===== config.mk =====
export PLATFORM = sky130hd
export DESIGN_NAME = approx_add_seq_ctrl
export DESIGN_NICKNAME = d
export VERILOG_FILES = /design/src/rtl/approx_add_pkg.sv /design/src/rtl/approx_nib_slice.sv /design/src/rtl/approx_add_seq_ctrl.sv
export SDC_FILE = /design/constraint.sdc
export NUM_CORES = 1
export LEC_CHECK = 0
export BUFFER_PORTS_ARGS = -buffer_cell sky130_fd_sc_hd__buf_2
export CAP_MARGIN = 20
export CORE_AREA = 5 5 109 111
export CTS_BUF_LIST = sky130_fd_sc_hd__clkbuf_8
export CTS_CLUSTER_DIAMETER = 80
export DETAILED_ROUTE_END_ITERATION = 10
export DIE_AREA = 0 0 114 116
export PLACE_DENSITY = 0.73
export SETUP_SLACK_MARGIN = 0.02
export SKIP_CTS_REPAIR_TIMING = 1
export SYNTH_ARGS = -nofsm -noshare
export SYNTH_HDL_FRONTEND = slang
export SYNTH_HIERARCHICAL = 1
export SYNTH_SLANG_ARGS = --single-unit

===== constraint.sdc =====
create_clock -name clk -period 4.39 [get_ports clk]
set_input_delay 0.2195 -clock clk [delete_from_list [all_inputs] [get_ports clk]]
set_output_delay 0.2195 -clock clk [all_outputs]
set_load 0.005 [all_outputs]

===== src/rtl/approx_add_pkg.sv =====
// Shared types and helpers for the sequenced nibble adder.
// Contents:
//   state_e     - controller states (idle, running nibbles, result held)
//   nib_mode_e  - per-nibble rule: exact add or TT3 approximation
//   clamp_nibs  - limits the requested approximate nibble count to the nibble total
package approx_add_pkg;

  typedef enum logic [1:0] {
    StIdle = 2'd0,
    StRun  = 2'd1,
    StDone = 2'd2
  } state_e;

  typedef enum logic {
    NibExact = 1'b0,
    NibTt3   = 1'b1
  } nib_mode_e;

  function automatic int unsigned clamp_nibs(input int unsigned n, input int unsigned nib);
    return (n > nib) ? nib : n;
  endfunction

endpackage


===== src/rtl/approx_nib_slice.sv =====
// Combinational 4-bit adder slice with two rules.
// Ports:
//   a4_i, b4_i - operand nibbles
//   cin_i      - incoming carry (used by the exact rule only)
//   mode_i     - NibExact: {cout, s4} = a4 + b4 + cin
//                NibTt3:   s4 = b4, cout = a4[3]
//   s4_o       - nibble sum
//   cout_o     - outgoing carry
module approx_nib_slice
  import approx_add_pkg::*;
(
  input  logic [3:0] a4_i,
  input  logic [3:0] b4_i,
  input  logic       cin_i,
  input  nib_mode_e  mode_i,
  output logic [3:0] s4_o,
  output logic       cout_o
);

  logic [4:0] exact_sum;

  assign exact_sum = {1'b0, a4_i} + {1'b0, b4_i} + {4'b0, cin_i};

  always_comb begin
    s4_o   = exact_sum[3:0];
    cout_o = exact_sum[4];
    if (mode_i == NibTt3) begin
      // TT3 passes B through and forwards A's MSB as the carry.
      s4_o   = b4_i;
      cout_o = a4_i[3];
    end
  end

endmodule


===== src/rtl/approx_add_seq_ctrl.sv =====
// Sequenced WIDTH-bit adder: one nibble slice reused over WIDTH/4 cycles.
// The lowest approx_nibs nibbles use the TT3 rule, the rest add exactly.
// Ports:
//   clk, rst_n            - clock, async active-low reset
//   in_valid / in_ready   - operand handshake (ready only while idle)
//   a, b, approx_nibs     - operands and approximate nibble count (clamped to WIDTH/4)
//   out_valid / out_ready - result handshake
//   sum                   - WIDTH+1 bit result, MSB is the final carry
//   busy                  - controller is not idle
module approx_add_seq_ctrl
  import approx_add_pkg::*;
#(
  parameter int unsigned WIDTH = 32,
  localparam int unsigned NIB  = WIDTH / 4,
  localparam int unsigned NW   = $clog2(NIB + 1)
) (
  input  logic             clk,
  input  logic             rst_n,
  input  logic             in_valid,
  output logic             in_ready,
  input  logic [WIDTH-1:0] a,
  input  logic [WIDTH-1:0] b,
  input  logic [NW-1:0]    approx_nibs,
  output logic             out_valid,
  input  logic             out_ready,
  output logic [WIDTH:0]   sum,
  output logic             busy
);

  state_e           state_q, state_d;
  // idx shares the width of n so the mode compare needs no extension.
  logic [NW-1:0]    idx_q, idx_d;
  logic [NW-1:0]    n_q, n_d;
  logic             carry_q, carry_d;
  logic [WIDTH-1:0] a_q, a_d, b_q, b_d;
  logic [WIDTH:0]   sum_q, sum_d;

  logic [3:0]       s4;
  logic             cout;
  nib_mode_e        mode;

  assign mode = (idx_q < n_q) ? NibTt3 : NibExact;

  approx_nib_slice u_slice (
    .a4_i  (a_q[4*idx_q +: 4]),
    .b4_i  (b_q[4*idx_q +: 4]),
    .cin_i (carry_q),
    .mode_i(mode),
    .s4_o  (s4),
    .cout_o(cout)
  );

  always_comb begin
    state_d = state_q;
    idx_d   = idx_q;
    n_d     = n_q;
    carry_d = carry_q;
    a_d     = a_q;
    b_d     = b_q;
    sum_d   = sum_q;
    unique case (state_q)
      StIdle: begin
        if (in_valid) begin
          a_d     = a;
          b_d     = b;
          n_d     = NW'(clamp_nibs(32'(approx_nibs), NIB));
          idx_d   = '0;
          carry_d = 1'b0;
          sum_d   = '0;
          state_d = StRun;
        end
      end
      StRun: begin
        sum_d[4*idx_q +: 4] = s4;
        carry_d = cout;
        if (idx_q == NW'(NIB - 1)) begin
          sum_d[WIDTH] = cout;
          state_d      = StDone;
        end else begin
          idx_d = idx_q + 1'b1;
        end
      end
      StDone: begin
        if (out_ready) state_d = StIdle;
      end
      default: state_d = StIdle;
    endcase
  end

  always_ff @(posedge clk or negedge rst_n) begin
    if (!rst_n) begin
      state_q <= StIdle;
      idx_q   <= '0;
      n_q     <= '0;
      carry_q <= 1'b0;
      a_q     <= '0;
      b_q     <= '0;
      sum_q   <= '0;
    end else begin
      state_q <= state_d;
      idx_q   <= idx_d;
      n_q     <= n_d;
      carry_q <= carry_d;
      a_q     <= a_d;
      b_q     <= b_d;
      sum_q   <= sum_d;
    end
  end

  assign in_ready  = (state_q == StIdle);
  assign out_valid = (state_q == StDone);
  assign busy      = (state_q != StIdle);
  assign sum       = sum_q;

endmodule


# [Word-level counts from Yosys, hierarchy flattened]
# Index checks and enable logic that the tools add are counted.
[totals] out_inout_bits=36 in_bits=72 register_bits=108 word_cells=48
[op_classes] n_addsub=4 eq_ne=7 n_mux=17 n_reduce_logical=7 magnitude_cmp=2 n_shift=4
[ops] op="$pmux W33 S2" count=1
[ops] op="$shiftx A32 B7 Y4" count=2
[ops] op="$neg A6 Y34" count=1
[ops] op="$shift A4 B34 Y33 const A" count=1
[ops] op="$shiftx A4 B34 Y33" count=1
[ops] op="$bwmux W33" count=1
[ops] op="$mux W33" count=1
[ops] op="$mux W4" count=4
[ops] op="$pmux W4 S2" count=1
[ops] op="$mux W2" count=3
[ops] op="$ne A2 B2 Y1 const B" count=3
[ops] op="$pmux W2 S3" count=1
[ops] op="$reduce_and A3 Y1" count=2
[ops] op="$add A4 B4 Y5" count=1
[ops] op="$add A5 B1 Y5" count=1
[ops] op="$add A4 B1 Y4 const B" count=1
[ops] op="$eq A4 B3 Y1 const B" count=1
[ops] op="$gt A4 B4 Y1 const B" count=1
[ops] op="$lt A4 B4 Y1" count=1
[ops] op="$mux W1" count=4
[ops] op="$reduce_and A2 Y1" count=2
[ops] op="$reduce_bool A2 Y1" count=2
[ops] op="$eq A2 B1 Y1 const B" count=1
[ops] op="$eq A2 B2 Y1 const B" count=1
[ops] op="other kinds (3)" count=3

# [Logic depth before layout (Yosys ltp)]
# Gate-level depths: netlist of the first run.
[depth] depth_word=8 mapped_depth=13 mapped_depth_nobuf=11

# [Modules after synthesis]
# The synthesis of the first run kept the hierarchy.
[modules_own_cells] mod="approx_add_seq_ctrl" area_per_inst_um2=5063.6 cells_per_inst=525 seq_area_each_um2=2702.6 n_inst=1
[modules_own_cells] mod="approx_nib_slice" area_per_inst_um2=198.9 cells_per_inst=23 seq_area_each_um2=0.0 n_inst=1

# [Least setup slack after synthesis of the first run]
# No wires, ideal clock.
[synth_path] path_type="reg-to-reg" start="register idx_q[0]" end="register sum_q[32] (netlist: sum[32])" synth_period_minus_slack_ns=3.153 setup_slack_ns=1.237 required_time_ns=4.262 arrival_ns=3.025 path_stages_with_launch=14 setup_ns=0.128 n_path_buf=2 path_cell_list="dfrtp_1 -> buf_6 -> buf_2 -> mux4_2 -> mux2i_1 -> nor2_1 -> fa_1 -> fa_1 -> a21o_1 -> a211oi_1 -> a21oi_1 -> nand2_1 -> a2bb2oi_1 -> nand3_1"
[synth_between] elab_cells_between_ends=15 cone_classes="3 x add/sub; 1 x order compare; 1 x eq/ne; 4 x shift; 6 x mux"
[synth_rtl] element="start, declared" line_no="approx_add_seq_ctrl.sv:32" rtl="logic [NW-1:0] idx_q, idx_d;"
[synth_rtl] element="start signal, assigned" line_no="approx_add_seq_ctrl.sv:101" rtl="idx_q <= idx_d;"
[synth_rtl] element="$shiftx A32 B7 Y4, on equally long branches" line_no="approx_add_seq_ctrl.sv:45, approx_add_seq_ctrl.sv:46"
[synth_rtl] element="$add A4 B4 Y5" line_no="approx_nib_slice.sv:22" rtl="assign exact_sum = {1'b0, a4_i} + {1'b0, b4_i} + {4'b0, cin_i};"
[synth_rtl] element="$add A5 B1 Y5" line_no="approx_nib_slice.sv:22"
[synth_rtl] element="$mux W1 (*)" line_no="approx_nib_slice.sv:27" rtl="if (mode_i == NibTt3) begin"
[synth_rtl] element="net cout" line_no="approx_add_seq_ctrl.sv:39" rtl="logic cout;"
[synth_rtl] element="$mux W1 (*)" line_no="approx_add_seq_ctrl.sv:76" rtl="if (idx_q == NW'(NIB - 1)) begin"
[synth_rtl] element="$pmux W33 S2 (*)" line_no="approx_add_seq_ctrl.sv:61" rtl="unique case (state_q)"
[synth_rtl] element="end signal, assigned" line_no="approx_add_seq_ctrl.sv:106" rtl="sum_q <= sum_d;"
[synth_rtl] element="end, declared" line_no="approx_add_seq_ctrl.sv:36" rtl="logic [WIDTH:0] sum_q, sum_d;"
# The timed path passes the listed nets; every way through them passes the cells marked *.
# A chain may end at the register's enable or synchronous reset.

# [Worst setup path in the final report of the first run]
# Same ends and word-level chain as after synthesis.

==> results.json, run 1 <==
{
  "setup.worst_path.end_class": "register",
  "pin_count": 108,
  "route.detailed.drc": 0,
  "syn2layout_area_growth_pct": 14.6,
  "layout_common_cells": "nand2_1, dfrtp_1, buf_2, mux2i_1, inv_1",
  "initial_antenna_violation_count": 0,
  "cts_tree": "yes",
  "fillers": 988,
  "syn-instance-count": 548,
  "max_freq_mhz": 286,
  "layout_worst_path_cycle_share": 0.797,
  "floorplan.core_area_mm2": 0.0107,
  "yosysWarningCount": 6,
  "cts_max_path_buffers": 2,
  "post-route-min-period_ns": 3.50,
  "failed_checks": "negative hold slack",
  "clock_tree.root_cell": "clkbuf_8",
  "hpwlAfterDp_um": 8600,
  "fp.dieH_um": 116,
  "ant_nets": 0,
  "clock_sinks": 108,
  "postSynth.topFlopCell": "dfrtp_1",
  "seq_area_frac_synth": 0.514,
  "p_leak_nw": 3.20,
  "worst_setup_hold_path_clk_slew_ns": 0.10,
  "floorplan.initialDensity": 0.492,
  "clock_tree.htree_level_count": 3,
  "layout.cells.most_common": "nand2_1",
  "rsz_0062_raised_after_global_routing": "no",
  "hold_viol": 68,
  "vias": 4056,
  "totalWireLength_um": 11900,
  "die-width_um": 114,
  "grt_max_degree": 101,
  "avgSynthCellArea_um2": 9.60,
  "drv_slew": 0,
  "run_status": "finished with violations",
  "tritoncts.num_buffers": 9,
  "netlist-cell-type-count": 45,
  "vias_per_cell": 5.17,
  "nets": 724,
  "portBuffers": 107,
  "global_route.overflow_total": 0,
  "worst-setup-path-type": "reg -> reg",
  "number_of_search_and_repair_iterations_in_the_first_detailed_routing_pass": 4,
  "syn-cell-area_mm2": 0.00526,
  "timing_worst_slew_pin_value_ns": 0.989,
  "crit_arrival_ns": 3.76,
  "totalNegativeSetupSlack_ns": 0,
  "insertedDiodeCount": 0,
  "async_reset_ff_frac": 1.00,
  "route.detailed.wl_per_inst_um": 15.1,
  "vdd.ir_drop.worst_v": 0.000366,
  "critical_path.startpoint_type": "register",
  "rd_place_congestion": 0.855,
  "post_route_cells_drive_above_1_share": 0.225,
  "slew-limit-headroom": 0.341,
  "final_util": 0.564,
  "netlist_top_cells_area": "dfrtp_1, nand2_1, mux2i_1, mux4_2, ha_1",
  "die_outline_area_mm2": 0.0132,
  "detailedRoute.firstIterationViolations": 263,
  "setup_violations": 0,
  "holdWs_ns": -0.0657,
  "first_pass_grt_wire_length_um": 20100,
  "hp-class": "in -> async",
  "grt_util_all_layers": 0.190,
  "netlist.area_leader.share": 0.514,
  "fin_skew_ns": 0.00668,
  "synth_area_leader_cell": "dfrtp_1",
  "first_global_vias": 4220,
  "maxCapViolCount": 0,
  "synth_enable_flop_cells": 0,
  "std_cell_rows": 38,
  "pwr_per_cell_area_mw_per_mm2": 745,
  "critPathRequiredTime_ns": 4.66,
  "clock_latency_ns": 0.38,
  "crit_path_max_fanout": 21,
  "postSynthNetCount": 633,
  "ys_ff_latch": 108
}
==> per-stage QoR <==
stage / power (mW) / cells / cell area [µm²] / worst slack [ns]
2_1_floorplan: 3.34 / 548 / 5260 / 1.24
3_3_place_gp: 3.85 / 767 / 5850 / 0.952
3_5_place_dp: 3.96 / 767 / 5850 / 0.875
4_1_cts: 4.50 / 783 / 6010 / 0.841
5_1_grt: 4.86 / 784 / 6030 / 0.584
6_report: 4.49 / 784 / 6030 / 0.893
==> final timing paths <==
path,to,cells after the start,slack [ns],from
setup / recovery,sum[32]$_DFFE_PN0P_,11,0.89,idx_q[0]$_DFFE_PN0P_
hold / removal,sum[11]$_DFFE_PN0P_,1,-0.07,rst_n
setup reg to reg,sum[32]$_DFFE_PN0P_,11,0.89,idx_q[0]$_DFFE_PN0P_
hold reg to reg,a_q[9]$_DFFE_PN0P_,2,0.48,a_q[9]$_DFFE_PN0P_
max in group asynchronous,idx_q[0]$_DFFE_PN0P_,2,3.38,rst_n
min in group clk,a_q[14]$_DFFE_PN0P_,3,0.02,a[14]
==> cell families (layout without fill, tap and decap cells) <==
| logic type | count (synthesis) | count (layout) | share of synthesized area |
|---|---|---|---|
| muxes | 55 | 55 | 0.143 |
| AOI/OAI and AO/OA | 27 | 27 | 0.0307 |
| DFF | 108 | 108 | 0.514 |
| buffers and inverters | 44 | 140 | 0.0402 |
| adders and majority gates | 13 | 13 | 0.0338 |
| xor gates and xnor gates | 3 | 3 | 0.00499 |
| and+or+nand+nor | 298 | 298 | 0.234 |
==> registers in the layout, summed over array words and instances, names as in the netlist <==
register / cells
b_q: 32
a_q: 32
idx_q: 4
carry_q: 1
state_q: 2
sum: 33
n_q: 4
==> synth_stat cells (all sizes together) (2+ instances only) <==
cell and number:
mux4 16, fa 2, dfrtp 108, ha 11
inv 13, nor2b 2, nor4b 2, a21o 3
nand2b 3, o21ai 14, nand3 13, a211oi 2
mux2i 37, xor2 2, nor3 2, clkbuf 9
nand2 243, a21oi 4, mux2 2, nor2 17
nand3b 4, buf 22
==> layer usage <==
metal / global-route usage / vias to the layer above / share of wire
met5: 0 / - / 0
met4: 0.0530 / 0 / 0.013
met3: 0.0418 / 14 / 0.049
met2: 0.317 / 97 / 0.48
met1: 0.252 / 1980 / 0.45
li1: - / 1965 / -
==> layout make-up <==
type	instances	area (µm²)	share of cell area
flip-flops and latches	108	2700	0.448
multi-input cells	396	2360	0.391
repair buffers	111	581	0.0963
well taps	140	175	0.0291
clock buffers	10	138	0.0228
inverters	13	48.8	0.00809
clock inverters	6	26.3	0.00436
==> critical path, cell delays in order, from the launching register on <==
cell and delay, ns:
dfrtp_2 0.77, mux4_2 0.59, mux2i_1 0.15, nor2_1 0.09
fa_1 0.48, fa_1 0.42, a21o_1 0.20, a211oi_1 0.25
a21oi_1 0.07, nand2_1 0.12, a2bb2oi_1 0.16, nand3_1 0.08
==> power breakdown <==
| part | leakage (nW) | switching (mW) | internal [mW] | total, mW |
|---|---|---|---|---|
| Sequential | 1.39 | 0.329 | 1.40 | 1.73 |
| Clock | 0.0987 | 0.326 | 0.213 | 0.539 |
| Combinational | 1.71 | 1.27 | 0.963 | 2.23 |
| Total | 3.20 | 1.92 | 2.57 | 4.49 |
Note: power is estimated with default switching activity, not from simulation.
==> inputs of run 2 (changes only) <==
==> constraint.sdc (replaced) <==
create_clock -name clk -period 3.4 [get_ports clk]
set_input_delay 0.17 -clock clk [delete_from_list [all_inputs] [get_ports clk]]
set_output_delay 0.17 -clock clk [all_outputs]
set_load 0.005 [all_outputs]
==> results.json, run 2 (synthesis results as in run 1) <==
{
  "max_freq_mhz": 316,
  "grt_most_used_layer": "met2",
  "failed_checks": "negative hold slack",
  "critPathRequiredTime_ns": 3.67,
  "grt_util_all_layers": 0.192,
  "worst_setup_hold_path_clk_slew_ns": 0.10,
  "global_route_track_usage_on_met3": 0.0512,
  "layout_worst_path_cycle_share": 0.930,
  "ant_nets": 0,
  "die-width_um": 114,
  "pwr_per_cell_area_mw_per_mm2": 928,
  "maxCapViolCount": 0,
  "vias_per_cell": 5.15,
  "number_of_search_and_repair_iterations_in_the_first_detailed_routing_pass": 5,
  "tritoncts.num_buffers": 9,
  "crit_arrival_ns": 3.43,
  "cts_max_path_buffers": 2,
  "floorplan.initialDensity": 0.492,
  "rsz_0062_raised_after_global_routing": "no",
  "vias": 4282,
  "hold_start": "a[18]",
  "nets": 772,
  "route.detailed.drc": 0,
  "timing.reg2reg.setup_slack_ns": 0.24,
  "final_util": 0.611,
  "vdd.ir_drop.worst_v": 0.000437,
  "detailedRoute.firstIterationViolations": 265,
  "post-route-min-period_ns": 3.16,
  "die_outline_area_mm2": 0.0132,
  "fin_skew_ns": 0.0130,
  "global_route.overflow_total": 0,
  "clock_tree.root_cell": "clkbuf_8",
  "first_pass_grt_wire_length_um": 20300,
  "setup.worst_path.end_class": "register",
  "drv_slew": 0,
  "largest_register_ffs": 33,
  "layout.cells.most_common": "nand2_1",
  "clock_sinks": 108,
  "setup_violations": 0,
  "rd_place_congestion": 0.858,
  "grt_max_degree": 101,
  "totalNegativeSetupSlack_ns": 0,
  "hpwlAfterDp_um": 8890,
  "crit_path_max_fanout": 10,
  "clock_latency_ns": 0.38,
  "whs_endpoint": "a_q[18]$_DFFE_PN0P_",
  "grt_use_met2": 0.323,
  "floorplan.core_area_mm2": 0.0107,
  "slew-limit-headroom": 0.329,
  "first_global_vias": 4272,
  "critical_path.startpoint_type": "register",
  "p_leak_nw": 3.42,
  "timing_worst_slew_pin_value_ns": 1.01,
  "std_cell_rows": 38,
  "hp-class": "in -> reg",
  "post_route_cells_drive_above_1_share": 0.224,
  "run_status": "finished with violations",
  "totalWireLength_um": 12700,
  "worst-setup-path-type": "reg -> reg",
  "hold_viol": 4,
  "portBuffers": 107,
  "holdWs_ns": -0.0165,
  "clock_tree.htree_level_count": 3,
  "cts_tree": "yes",
  "fp.dieH_um": 116,
  "syn2layout_area_growth_pct": 24.2,
  "route.detailed.wl_per_inst_um": 15.2,
  "pin_count": 108,
  "global_route.usage.met1": 0.249,
  "timing.hold.worst_path_depth": 3,
  "layout_common_cells": "nand2_1, dfrtp_1, buf_2, dlygate4sd3_1, mux2i_1",
  "worstReg2RegEnd": "sum[32]$_DFFE_PN0P_",
  "insertedDiodeCount": 0,
  "worstReg2RegStart": "idx_q[0]$_DFFE_PN0P_",
  "initial_antenna_violation_count": 0,
  "depth_of_the_most_critical_reg_to_reg_path": 11
}
-- run 2: worst max path at each step --
stage	slack, ns	depth (start not counted)	endpoint	from
floorplan	0.25	13	sum[32]$_DFFE_PN0P_	idx_q[0]$_DFFE_PN0P_
global placement	0.30	11	sum[32]$_DFFE_PN0P_	idx_q[0]$_DFFE_PN0P_
detailed placement	0.22	11	sum[32]$_DFFE_PN0P_	idx_q[0]$_DFFE_PN0P_
CTS	0.22	11	sum[32]$_DFFE_PN0P_	idx_q[0]$_DFFE_PN0P_
global route	0.03	11	sum[32]$_DFFE_PN0P_	idx_q[0]$_DFFE_PN0P_
finish	0.24	11	sum[32]$_DFFE_PN0P_	idx_q[0]$_DFFE_PN0P_
-- run 2: power breakdown --
group	switching [mW]	internal [mW]	total [mW]
clock	0.422	0.376	0.798
combinational	1.72	1.34	3.06
sequential	0.397	1.81	2.20
total	2.54	3.53	6.06
-- run 2: routing by layer --
metal	vias up	routed length [µm]
li1	2056	-
met1	2089	5470
met2	126	6340
met3	11	717
met4	0	140
met5	-	0
-- run 2: layout make-up --
type / instances / area (µm²)
well taps: 140 / 175
fillers: 902 / 4160
flip-flops and latches: 108 / 2700
repair buffers: 159 / 1050
clock inverters: 5 / 51.3
multi-input cells: 396 / 2360
clock buffers: 11 / 151
inverters: 13 / 48.8
-- run 2: worst max-delay path, stage by stage, from the launching register on --
cell       delay, ns
dfrtp_2         0.55
mux4_2          0.55
mux2i_1         0.15
nor2_1          0.08
fa_1            0.48
fa_1            0.42
a21o_1          0.20
a211oi_1        0.24
a21oi_1         0.08
nand2_1         0.09
a2bb2oi_1       0.15
nand3_1         0.07
-- run 2: stage by stage --
step	power (mW)	hold slack [ns]	instance area (µm²)	setup WS [ns]	cells
6_report	6.06	-0.0165	6530	0.239	832
2_1_floorplan	4.32	-0.126	5260	0.247	548
3_5_place_dp	5.21	0.254	5910	0.223	774
5_1_grt	6.54	0.000822	6530	0.0305	832
4_1_cts	6.03	-0.164	6110	0.218	790
3_3_place_gp	5.10	0.238	5910	0.299	774
